<file path="src/rtl/pwm_pkg.sv">
// Shared definitions for the PWM register-file access path: response codes,
// controller FSM states and the register-file sizing helpers.
package pwm_pkg;

    localparam logic [1:0] RESP_OKAY   = 2'b00;
    localparam logic [1:0] RESP_SLVERR = 2'b10;

    typedef enum logic [1:0] {
        W_IDLE    = 2'd0,
        W_WAIT_W  = 2'd1,
        W_WAIT_AW = 2'd2,
        W_RESP    = 2'd3
    } wr_state_t;

    typedef enum logic [1:0] {
        R_IDLE = 2'd0,
        R_WAIT = 2'd1,
        R_RESP = 2'd2
    } rd_state_t;

    function automatic int reg_depth(input int num_channels);
        return 2 + 2 * num_channels;
    endfunction

    function automatic int reg_addr_width(input int num_channels);
        return $clog2(reg_depth(num_channels));
    endfunction

endpackage

</file>
<file path="src/rtl/pwm_axil_ctrl_if.sv">
// AXI4-Lite slave bus bundle between the interconnect and the PWM controller.
interface pwm_axil_ctrl_if #(
    parameter int AXI_ADDR_WIDTH = 8,
    parameter int AXI_DATA_WIDTH = 32
);

    logic [AXI_ADDR_WIDTH-1:0]   awaddr;
    logic                        awvalid;
    logic                        awready;

    logic [AXI_DATA_WIDTH-1:0]   wdata;
    logic [AXI_DATA_WIDTH/8-1:0] wstrb;
    logic                        wvalid;
    logic                        wready;

    logic [1:0]                  bresp;
    logic                        bvalid;
    logic                        bready;

    logic [AXI_ADDR_WIDTH-1:0]   araddr;
    logic                        arvalid;
    logic                        arready;

    logic [AXI_DATA_WIDTH-1:0]   rdata;
    logic [1:0]                  rresp;
    logic                        rvalid;
    logic                        rready;

    modport master (
        output awaddr, awvalid, input awready,
        output wdata, wstrb, wvalid, input wready,
        input  bresp, bvalid, output bready,
        output araddr, arvalid, input arready,
        input  rdata, rresp, rvalid, output rready
    );

    modport slave (
        input  awaddr, awvalid, output awready,
        input  wdata, wstrb, wvalid, output wready,
        output bresp, bvalid, input bready,
        input  araddr, arvalid, output arready,
        output rdata, rresp, rvalid, input rready
    );

endinterface

</file>
<file path="src/rtl/pwm_axil_ctrl.sv">
// AXI4-Lite slave that turns each bus access into a single-cycle strobe on the
// PWM register file and returns the matching write/read response.
//
// state     | meaning
// W_IDLE    | ready for AW and W
// W_WAIT_W  | address held, waiting for write data
// W_WAIT_AW | data/strobe held, waiting for write address
// W_RESP    | bvalid up until bready
// R_IDLE    | ready for AR
// R_WAIT    | read_en issued, waiting for read_valid
// R_RESP    | rvalid up until rready
module pwm_axil_ctrl
    import pwm_pkg::*;
#(
    parameter  int REG_WIDTH      = 16,
    parameter  int NUM_CHANNELS   = 4,
    parameter  int AXI_ADDR_WIDTH = 8,
    parameter  int AXI_DATA_WIDTH = 32,
    localparam int DEPTH          = reg_depth(NUM_CHANNELS),
    localparam int ADDR_WIDTH     = reg_addr_width(NUM_CHANNELS)
) (
    input  logic                  clk,
    input  logic                  rst,
    pwm_axil_ctrl_if.slave        s,
    output logic                  write_en,
    output logic [ADDR_WIDTH-1:0] write_addr,
    output logic [REG_WIDTH-1:0]  write_data,
    output logic                  read_en,
    output logic [ADDR_WIDTH-1:0] read_addr,
    input  logic [REG_WIDTH-1:0]  read_data,
    input  logic                  read_valid
);

    localparam int STRB_WIDTH = AXI_DATA_WIDTH / 8;
    localparam int REG_BYTES  = (REG_WIDTH + 7) / 8;
    localparam logic [STRB_WIDTH-1:0] STRB_REQ = STRB_WIDTH'((1 << REG_BYTES) - 1);

    // Word index below DEPTH also guarantees every upper address bit is zero.
    function automatic logic addr_legal(input logic [AXI_ADDR_WIDTH-1:0] addr);
        logic [AXI_ADDR_WIDTH-1:0] word;
        word = addr >> 2;
        return (addr[1:0] == 2'b00) && (word < AXI_ADDR_WIDTH'(DEPTH));
    endfunction

    function automatic logic [ADDR_WIDTH-1:0] word_index(input logic [AXI_ADDR_WIDTH-1:0] addr);
        return addr[ADDR_WIDTH+1:2];
    endfunction

    wr_state_t                 wr_state, wr_next;
    rd_state_t                 rd_state, rd_next;

    logic [AXI_ADDR_WIDTH-1:0] aw_addr_q, aw_addr_n;
    logic [REG_WIDTH-1:0]      w_data_q, w_data_n;
    logic [STRB_WIDTH-1:0]     w_strb_q, w_strb_n;

    logic                      awready_q, awready_n;
    logic                      wready_q, wready_n;
    logic                      bvalid_q, bvalid_n;
    logic [1:0]                bresp_q, bresp_n;
    logic                      write_en_q, write_en_n;
    logic [ADDR_WIDTH-1:0]     write_addr_q, write_addr_n;
    logic [REG_WIDTH-1:0]      write_data_q, write_data_n;

    logic                      arready_q, arready_n;
    logic                      rvalid_q, rvalid_n;
    logic [AXI_DATA_WIDTH-1:0] rdata_q, rdata_n;
    logic [1:0]                rresp_q, rresp_n;
    logic                      read_en_q, read_en_n;
    logic [ADDR_WIDTH-1:0]     read_addr_q, read_addr_n;

    logic                      aw_hs, w_hs, ar_hs;
    logic                      wr_fire, wr_ok;
    logic [AXI_ADDR_WIDTH-1:0] fin_addr;
    logic [REG_WIDTH-1:0]      fin_data;
    logic [STRB_WIDTH-1:0]     fin_strb;

    logic                      unused_wdata;
    assign unused_wdata = ^s.wdata;

    assign aw_hs = s.awvalid && awready_q;
    assign w_hs  = s.wvalid  && wready_q;
    assign ar_hs = s.arvalid && arready_q;

    always_comb begin
        wr_next      = wr_state;
        aw_addr_n    = aw_addr_q;
        w_data_n     = w_data_q;
        w_strb_n     = w_strb_q;
        awready_n    = 1'b0;
        wready_n     = 1'b0;
        bvalid_n     = 1'b0;
        bresp_n      = bresp_q;
        write_en_n   = 1'b0;
        write_addr_n = write_addr_q;
        write_data_n = write_data_q;
        wr_fire      = 1'b0;
        wr_ok        = 1'b0;
        fin_addr     = aw_addr_q;
        fin_data     = w_data_q;
        fin_strb     = w_strb_q;

        case (wr_state)
            W_IDLE: begin
                if (aw_hs && w_hs) begin
                    wr_fire  = 1'b1;
                    fin_addr = s.awaddr;
                    fin_data = s.wdata[REG_WIDTH-1:0];
                    fin_strb = s.wstrb;
                end else if (aw_hs) begin
                    aw_addr_n = s.awaddr;
                    wready_n  = 1'b1;
                    wr_next   = W_WAIT_W;
                end else if (w_hs) begin
                    w_data_n  = s.wdata[REG_WIDTH-1:0];
                    w_strb_n  = s.wstrb;
                    awready_n = 1'b1;
                    wr_next   = W_WAIT_AW;
                end else begin
                    awready_n = 1'b1;
                    wready_n  = 1'b1;
                end
            end
            W_WAIT_W: begin
                if (w_hs) begin
                    wr_fire  = 1'b1;
                    fin_data = s.wdata[REG_WIDTH-1:0];
                    fin_strb = s.wstrb;
                end else begin
                    wready_n = 1'b1;
                end
            end
            W_WAIT_AW: begin
                if (aw_hs) begin
                    wr_fire  = 1'b1;
                    fin_addr = s.awaddr;
                end else begin
                    awready_n = 1'b1;
                end
            end
            W_RESP: begin
                if (s.bready) begin
                    wr_next   = W_IDLE;
                    awready_n = 1'b1;
                    wready_n  = 1'b1;
                end else begin
                    bvalid_n = 1'b1;
                end
            end
            default: wr_next = W_IDLE;
        endcase

        if (wr_fire) begin
            wr_ok      = addr_legal(fin_addr) && ((fin_strb & STRB_REQ) == STRB_REQ);
            wr_next    = W_RESP;
            bvalid_n   = 1'b1;
            bresp_n    = wr_ok ? RESP_OKAY : RESP_SLVERR;
            write_en_n = wr_ok;
            if (wr_ok) begin
                write_addr_n = word_index(fin_addr);
                write_data_n = fin_data;
            end
        end
    end

    always_comb begin
        rd_next     = rd_state;
        arready_n   = 1'b0;
        rvalid_n    = 1'b0;
        rdata_n     = rdata_q;
        rresp_n     = rresp_q;
        read_en_n   = 1'b0;
        read_addr_n = read_addr_q;

        case (rd_state)
            R_IDLE: begin
                if (ar_hs) begin
                    if (addr_legal(s.araddr)) begin
                        read_en_n   = 1'b1;
                        read_addr_n = word_index(s.araddr);
                        rd_next     = R_WAIT;
                    end else begin
                        rvalid_n = 1'b1;
                        rdata_n  = '0;
                        rresp_n  = RESP_SLVERR;
                        rd_next  = R_RESP;
                    end
                end else begin
                    arready_n = 1'b1;
                end
            end
            R_WAIT: begin
                if (read_valid) begin
                    rvalid_n = 1'b1;
                    rdata_n  = AXI_DATA_WIDTH'(read_data);
                    rresp_n  = RESP_OKAY;
                    rd_next  = R_RESP;
                end
            end
            R_RESP: begin
                if (s.rready) begin
                    rd_next   = R_IDLE;
                    arready_n = 1'b1;
                end else begin
                    rvalid_n = 1'b1;
                end
            end
            default: rd_next = R_IDLE;
        endcase
    end

    always_ff @(posedge clk) begin
        if (rst) begin
            wr_state     <= W_IDLE;
            rd_state     <= R_IDLE;
            aw_addr_q    <= '0;
            w_data_q     <= '0;
            w_strb_q     <= '0;
            awready_q    <= 1'b0;
            wready_q     <= 1'b0;
            bvalid_q     <= 1'b0;
            bresp_q      <= RESP_OKAY;
            write_en_q   <= 1'b0;
            write_addr_q <= '0;
            write_data_q <= '0;
            arready_q    <= 1'b0;
            rvalid_q     <= 1'b0;
            rdata_q      <= '0;
            rresp_q      <= RESP_OKAY;
            read_en_q    <= 1'b0;
            read_addr_q  <= '0;
        end else begin
            wr_state     <= wr_next;
            rd_state     <= rd_next;
            aw_addr_q    <= aw_addr_n;
            w_data_q     <= w_data_n;
            w_strb_q     <= w_strb_n;
            awready_q    <= awready_n;
            wready_q     <= wready_n;
            bvalid_q     <= bvalid_n;
            bresp_q      <= bresp_n;
            write_en_q   <= write_en_n;
            write_addr_q <= write_addr_n;
            write_data_q <= write_data_n;
            arready_q    <= arready_n;
            rvalid_q     <= rvalid_n;
            rdata_q      <= rdata_n;
            rresp_q      <= rresp_n;
            read_en_q    <= read_en_n;
            read_addr_q  <= read_addr_n;
        end
    end

    assign s.awready  = awready_q;
    assign s.wready   = wready_q;
    assign s.bvalid   = bvalid_q;
    assign s.bresp    = bresp_q;
    assign s.arready  = arready_q;
    assign s.rvalid   = rvalid_q;
    assign s.rdata    = rdata_q;
    assign s.rresp    = rresp_q;
    assign write_en   = write_en_q;
    assign write_addr = write_addr_q;
    assign write_data = write_data_q;
    assign read_en    = read_en_q;
    assign read_addr  = read_addr_q;

endmodule

</file>
<file path="src/flat_wrapper.sv">
// flat-port wrapper written by rule: the top's interface ports become plain ports
module pwm_axil_ctrl_flat import pwm_pkg::*;
#(
    parameter  int REG_WIDTH      = 16,
    parameter  int NUM_CHANNELS   = 4,
    parameter  int AXI_ADDR_WIDTH = 8,
    parameter  int AXI_DATA_WIDTH = 32,
    localparam int DEPTH          = reg_depth(NUM_CHANNELS),
    localparam int ADDR_WIDTH     = reg_addr_width(NUM_CHANNELS)
)
  (clk, rst, write_en, write_addr, write_data, read_en, read_addr, read_data, read_valid, s_awaddr, s_awvalid, s_awready, s_wdata, s_wstrb, s_wvalid, s_wready, s_bresp, s_bvalid, s_bready, s_araddr, s_arvalid, s_arready, s_rdata, s_rresp, s_rvalid, s_rready);
  pwm_axil_ctrl_if #(.AXI_ADDR_WIDTH(AXI_ADDR_WIDTH), .AXI_DATA_WIDTH(AXI_DATA_WIDTH)) s_i ();
  input  logic clk;
  input  logic rst;
  output logic write_en;
  output logic [ADDR_WIDTH-1:0] write_addr;
  output logic [REG_WIDTH-1:0] write_data;
  output logic read_en;
  output logic [ADDR_WIDTH-1:0] read_addr;
  input  logic [REG_WIDTH-1:0] read_data;
  input  logic read_valid;
  input wire logic [$bits(s_i.awaddr)-1:0] s_awaddr;
  input wire logic [$bits(s_i.awvalid)-1:0] s_awvalid;
  output wire logic [$bits(s_i.awready)-1:0] s_awready;
  input wire logic [$bits(s_i.wdata)-1:0] s_wdata;
  input wire logic [$bits(s_i.wstrb)-1:0] s_wstrb;
  input wire logic [$bits(s_i.wvalid)-1:0] s_wvalid;
  output wire logic [$bits(s_i.wready)-1:0] s_wready;
  output wire logic [$bits(s_i.bresp)-1:0] s_bresp;
  output wire logic [$bits(s_i.bvalid)-1:0] s_bvalid;
  input wire logic [$bits(s_i.bready)-1:0] s_bready;
  input wire logic [$bits(s_i.araddr)-1:0] s_araddr;
  input wire logic [$bits(s_i.arvalid)-1:0] s_arvalid;
  output wire logic [$bits(s_i.arready)-1:0] s_arready;
  output wire logic [$bits(s_i.rdata)-1:0] s_rdata;
  output wire logic [$bits(s_i.rresp)-1:0] s_rresp;
  output wire logic [$bits(s_i.rvalid)-1:0] s_rvalid;
  input wire logic [$bits(s_i.rready)-1:0] s_rready;
  assign s_i.awaddr = s_awaddr;
  assign s_i.awvalid = s_awvalid;
  assign s_awready = s_i.awready;
  assign s_i.wdata = s_wdata;
  assign s_i.wstrb = s_wstrb;
  assign s_i.wvalid = s_wvalid;
  assign s_wready = s_i.wready;
  assign s_bresp = s_i.bresp;
  assign s_bvalid = s_i.bvalid;
  assign s_i.bready = s_bready;
  assign s_i.araddr = s_araddr;
  assign s_i.arvalid = s_arvalid;
  assign s_arready = s_i.arready;
  assign s_rdata = s_i.rdata;
  assign s_rresp = s_i.rresp;
  assign s_rvalid = s_i.rvalid;
  assign s_i.rready = s_rready;
  pwm_axil_ctrl #(.REG_WIDTH(REG_WIDTH), .NUM_CHANNELS(NUM_CHANNELS), .AXI_ADDR_WIDTH(AXI_ADDR_WIDTH), .AXI_DATA_WIDTH(AXI_DATA_WIDTH)) u_core (.clk(clk), .rst(rst), .s(s_i), .write_en(write_en), .write_addr(write_addr), .write_data(write_data), .read_en(read_en), .read_addr(read_addr), .read_data(read_data), .read_valid(read_valid));
endmodule
</file>
<file path="config.mk">
export PLATFORM = sky130hd
export DESIGN_NAME = pwm_axil_ctrl_flat
export DESIGN_NICKNAME = d
export VERILOG_FILES = /design/src/rtl/pwm_pkg.sv /design/src/rtl/pwm_axil_ctrl_if.sv /design/src/rtl/pwm_axil_ctrl.sv /design/src/flat_wrapper.sv
export SDC_FILE = /design/constraint.sdc
export NUM_CORES = 1
export LEC_CHECK = 0
export BUFFER_PORTS_ARGS = -buffer_cell sky130_fd_sc_hd__buf_2
export CELL_PAD_IN_SITES_DETAIL_PLACEMENT = 2
export CELL_PAD_IN_SITES_GLOBAL_PLACEMENT = 2
export CORE_MARGIN = 5
export CORE_UTILIZATION = 28
export DETAILED_ROUTE_END_ITERATION = 8
export PLACE_DENSITY_LB_ADDON = 0.1
export SYNTH_ARGS = -nofsm -noshare
export SYNTH_HDL_FRONTEND = slang
export SYNTH_SLANG_ARGS = --single-unit
</file>
<file path="constraint.sdc">
create_clock -name clk -period 2.6 [get_ports clk]
set_clock_uncertainty 0.2 [all_clocks]
set_input_delay 0.39 -clock clk [delete_from_list [all_inputs] [get_ports clk]]
set_output_delay 0.39 -clock clk [all_outputs]
set_load 0.1 [all_outputs]
</file>
==> flow_summary_export.csv <==
group,metric,value,unit
outcome,outcome,"completed",
placement,io_buffers,106,
global_route,gr-total-overflow,0,
clocking,cts.sinks,79,
drt,routedWlPerCell,17.9,um
finish,n_antenna_cell,0,
synthesis,synthMuxAreaShare,3.49,%
placement,dp_hpwl,9060,um
worst_setup_path,crit_arrival,2.57,ns
synthesis,synth_seq_area_share,42.0,%
synthesis,yosys.area_share.adder,1.66,%
drt,routed_via_density,5.00,
worst_setup_path,timing.rr.start,"u_core.wr_state[0]$_SDFFE_PP0P_",
timing,worst_slew_pin_slew,1.20,ns
clocking,cts_buffers,9,
die,io_pins,143,
synthesis,synth.ff_latch_count,79,
worst_setup_path,r2r_end,"u_core.s.bresp[1]$_SDFFE_PP0P_",
synthesis,synth-edff-count,0,
global_route,grt_pass1_vias,3961,
power_and_ir_drop,ir_drop,316,uV
drt,dr.pass1.iters,4,
synthesis,synthesis.instances,404,
worst_hold_path,hold_depth,3,
clocking,clk_pin_slew,0.06,ns
clocking,cts.htree.levels,3,
drt,finalWirelength,12600,um
synthesis,synth_cell_types,49,
finish,post-route-util,37.6,%
worst_setup_path,critPathLaunchType,"register",
global_route,grt_pass1_wl,20300,um
die,die_x,126,um
timing,maxSlewHeadroom,19.6,%
finish,instances_no_fill,705,
synthesis,ys_warn_count,0,
clocking,ctsHoldBuffers,0,
die,initial_core_util,28.5,%
synthesis,synthArstFlopShare,0,%
finish,final_nets,605,
die,die_h,126,um
clocking,cts_root_buffer,"clkbuf_16",
worst_setup_path,crit_required,2.66,ns
job,drv_cap,0,
finish,final_common_cell,"buf_2",
global_route,grt_start_max_net_pins,80,
worst_setup_path,r2r_cells,10,
timing,setup_viol,0,
worst_hold_path,hp-start,"read_data[6]",
power_and_ir_drop,powerDensity,796,nW/um^2
timing,timing.final.max_slew_violations,0,
clocking,cts_tree,"yes",
global_route,antenna_found_initial,0,
placement,gp_congestion,0.748,
placement,place_inst,685,
drt,num_vias,3522,
die,core,13200,um^2
timing,timing.final.crit_share,96.6,%
finish,syn_to_final_growth,31.9,%
synthesis,synthXorXnorAreaFrac,0,%
synthesis,synth_top_family_by_area,"compound AO/OA/AOI/OAI gates",
worst_setup_path,critPathMaxFanout,7,
synthesis,synth_compound_area_share,30.9,%
clocking,insertion_delay,0.34,ns
clocking,cts.path.max_buffers,2,
worst_setup_path,ff2ff_setup_slack,0.09,ns
power_and_ir_drop,power,3.95,mW
synthesis,syn_avg_cell_area,9.32,um^2
global_route,grt_usage,15.7,%
synthesis,yosys.area_share.simple,13.2,%
die,die_area,15900,um^2
worst_hold_path,hp-class,"primary input to register",
finish,mostFrequentLayoutCells,"buf_2 (106), dfxtp_1 (75), nand2_1 (44)",
timing,hold_viol_final,0,
drt,drc,0,
synthesis,syn_area,3760,um^2
timing,clock.fmax,0.398,GHz
finish,drive_gt1_share,41.8,%
worst_setup_path,worstSetupStartpoint,"u_core.wr_state[0]$_SDFFE_PP0P_",
synthesis,ys.flop_type,"dfxtp_1",
die,rows,42,
worst_setup_path,end_kind,"register",
timing,min_period,2.51,ns
drt,ant_nets,0,
worst_setup_path,worstSetupPathType,"register to register",
worst_hold_path,min_to,"u_core.s.rdata[6]$_SDFFE_PP0P_",
drt,drt_iter0_markers,211,
power_and_ir_drop,power_leakage,1.99,nW
## layer usage
| layer | GRT usage (%) | part of all wire [%] | up-vias | routed length, um |
|---|---|---|---|---|
| li1 | - | - | 1675 | - |
| met1 | 17.9 | 41 | 1756 | 5180 |
| met2 | 28.1 | 52 | 78 | 6550 |
| met3 | 4.78 | 5.7 | 13 | 717 |
| met4 | 5.30 | 1.3 | 0 | 165 |
| met5 | 0 | 0 | - | 0 |
## final cells by class
class                      instances  area [um^2]
inverter                           7         26.3
timing repair buffer             140          840
fill                            1506         8220
clock buffer                      10          239
tap                              176          220
multi-input combinational        287         1990
sequential                        79         1590
clock inverter                     6         60.1
## how the worst max path moves through the flow
| stage | end | slack, ns | cells past startpoint |
|---|---|---|---|
| 2_1_floorplan | u_core.s.rdata[10]$_SDFFE_PP0P_ | 0.13 | 7 |
| 5_1_grt | u_core.s.bresp[1]$_SDFFE_PP0P_ | -0.04 | 10 |
| 3_3_place_gp | u_core.write_data[5]$_SDFFE_PP0P_ | 0.03 | 9 |
| 4_1_cts | u_core.write_addr[0]$_SDFFE_PP0P_ | 0.05 | 9 |
| 6_report | u_core.s.bresp[1]$_SDFFE_PP0P_ | 0.09 | 10 |
| 3_5_place_dp | u_core.write_addr[0]$_SDFFE_PP0P_ | -0.06 | 9 |
## kinds of logic (layout without fill, tap and decap cells)
family / Yosys count / after routing
AO/OA/AOI/OAI: 142 / 142
adder cells (fa/ha/maj): 5 / 5
buffers and inverters: 55 / 163
flip-flops: 79 / 79
multiplexers: 13 / 13
other: 1 / 18
AND/OR/NAND/NOR: 109 / 109
## cells in the mapped netlist (2+ instances only)
| library cell | count | area (um^2) |
|---|---|---|
| and2_1 | 2 | 12.5 |
| a211oi_1 | 6 | 45.0 |
| nor4_1 | 2 | 12.5 |
| and3_1 | 2 | 12.5 |
| o211ai_1 | 2 | 15.0 |
| mux2i_1 | 12 | 120 |
| nand3_1 | 2 | 10.0 |
| a22oi_1 | 32 | 240 |
| or2_2 | 2 | 12.5 |
| inv_1 | 7 | 26.3 |
| buf_4 | 18 | 135 |
| a222oi_1 | 8 | 80.1 |
| a211oi_2 | 20 | 250 |
| nand2_1 | 44 | 165 |
| a221oi_1 | 2 | 17.5 |
| clkbuf_1 | 20 | 75.1 |
| clkbuf_8 | 2 | 27.5 |
| nor2_1 | 42 | 158 |
| buf_6 | 4 | 45.0 |
| nor3_1 | 3 | 15.0 |
| o21ai_0 | 3 | 15.0 |
| a21oi_1 | 26 | 130 |
| dfxtp_1 | 79 | 1580 |
| buf_1 | 3 | 11.3 |
| nand2b_1 | 3 | 18.8 |
| o21a_1 | 3 | 22.5 |
| ha_1 | 5 | 62.6 |
| a21oi_2 | 20 | 175 |
| a22o_1 | 10 | 87.6 |
## per-stage QoR
stage	hold slack, ns	worst slack [ns]	TNS (ns)	instance area, um^2
2_1_floorplan	0.236	0.128	0	3830
3_3_place_gp	0.239	0.0325	0	4570
3_5_place_dp	0.253	-0.0620	-0.132	4570
4_1_cts	0.0746	0.0481	0	4890
5_1_grt	0.0866	-0.0381	-0.128	4970
6_report	0.0862	0.0875	0	4970
## where the power goes
part | switching (mW) | total [mW] | leakage, nW | internal [mW]
Sequential | 0.0804 | 1.38 | 0.641 | 1.30
Combinational | 0.845 | 1.28 | 1.21 | 0.435
Clock | 0.523 | 1.29 | 0.144 | 0.765
## flip-flops by register name, summed over array words and instances, names as in the netlist
register           cells
u_core.s.rdata        16
u_core.w_data_q       16
u_core.write_data     16
u_core.aw_addr_q       8
u_core.read_addr       4
u_core.write_addr      4
u_core.rd_state        2
u_core.w_strb_q        2
u_core.wr_state        2
u_core.read_en         1
u_core.s.arready       1
u_core.s.awready       1
u_core.s.bresp         1
u_core.s.bvalid        1
u_core.s.rresp         1
u_core.s.rvalid        1
u_core.s.wready        1
u_core.write_en        1
## timing repair
item / CTS / global route
gates cloned: 0 / 1
setup endpoints to repair: 22 / 22
gates resized for setup: 5 / 13
buffers inserted: 1 / 2
pin swaps: 2 / 5
## worst max-delay path, cell delays in order (launching register included)
cell	delay, ns
dfxtp_2	0.38
inv_2	0.09
ha_4	0.19
o211ai_1	0.43
a22oi_1	0.21
o21ai_1	0.14
a22oi_2	0.10
buf_4	0.17
and2_4	0.17
buf_12	0.14
a211oi_1	0.20
Note: power is estimated with default switching activity, not from simulation.
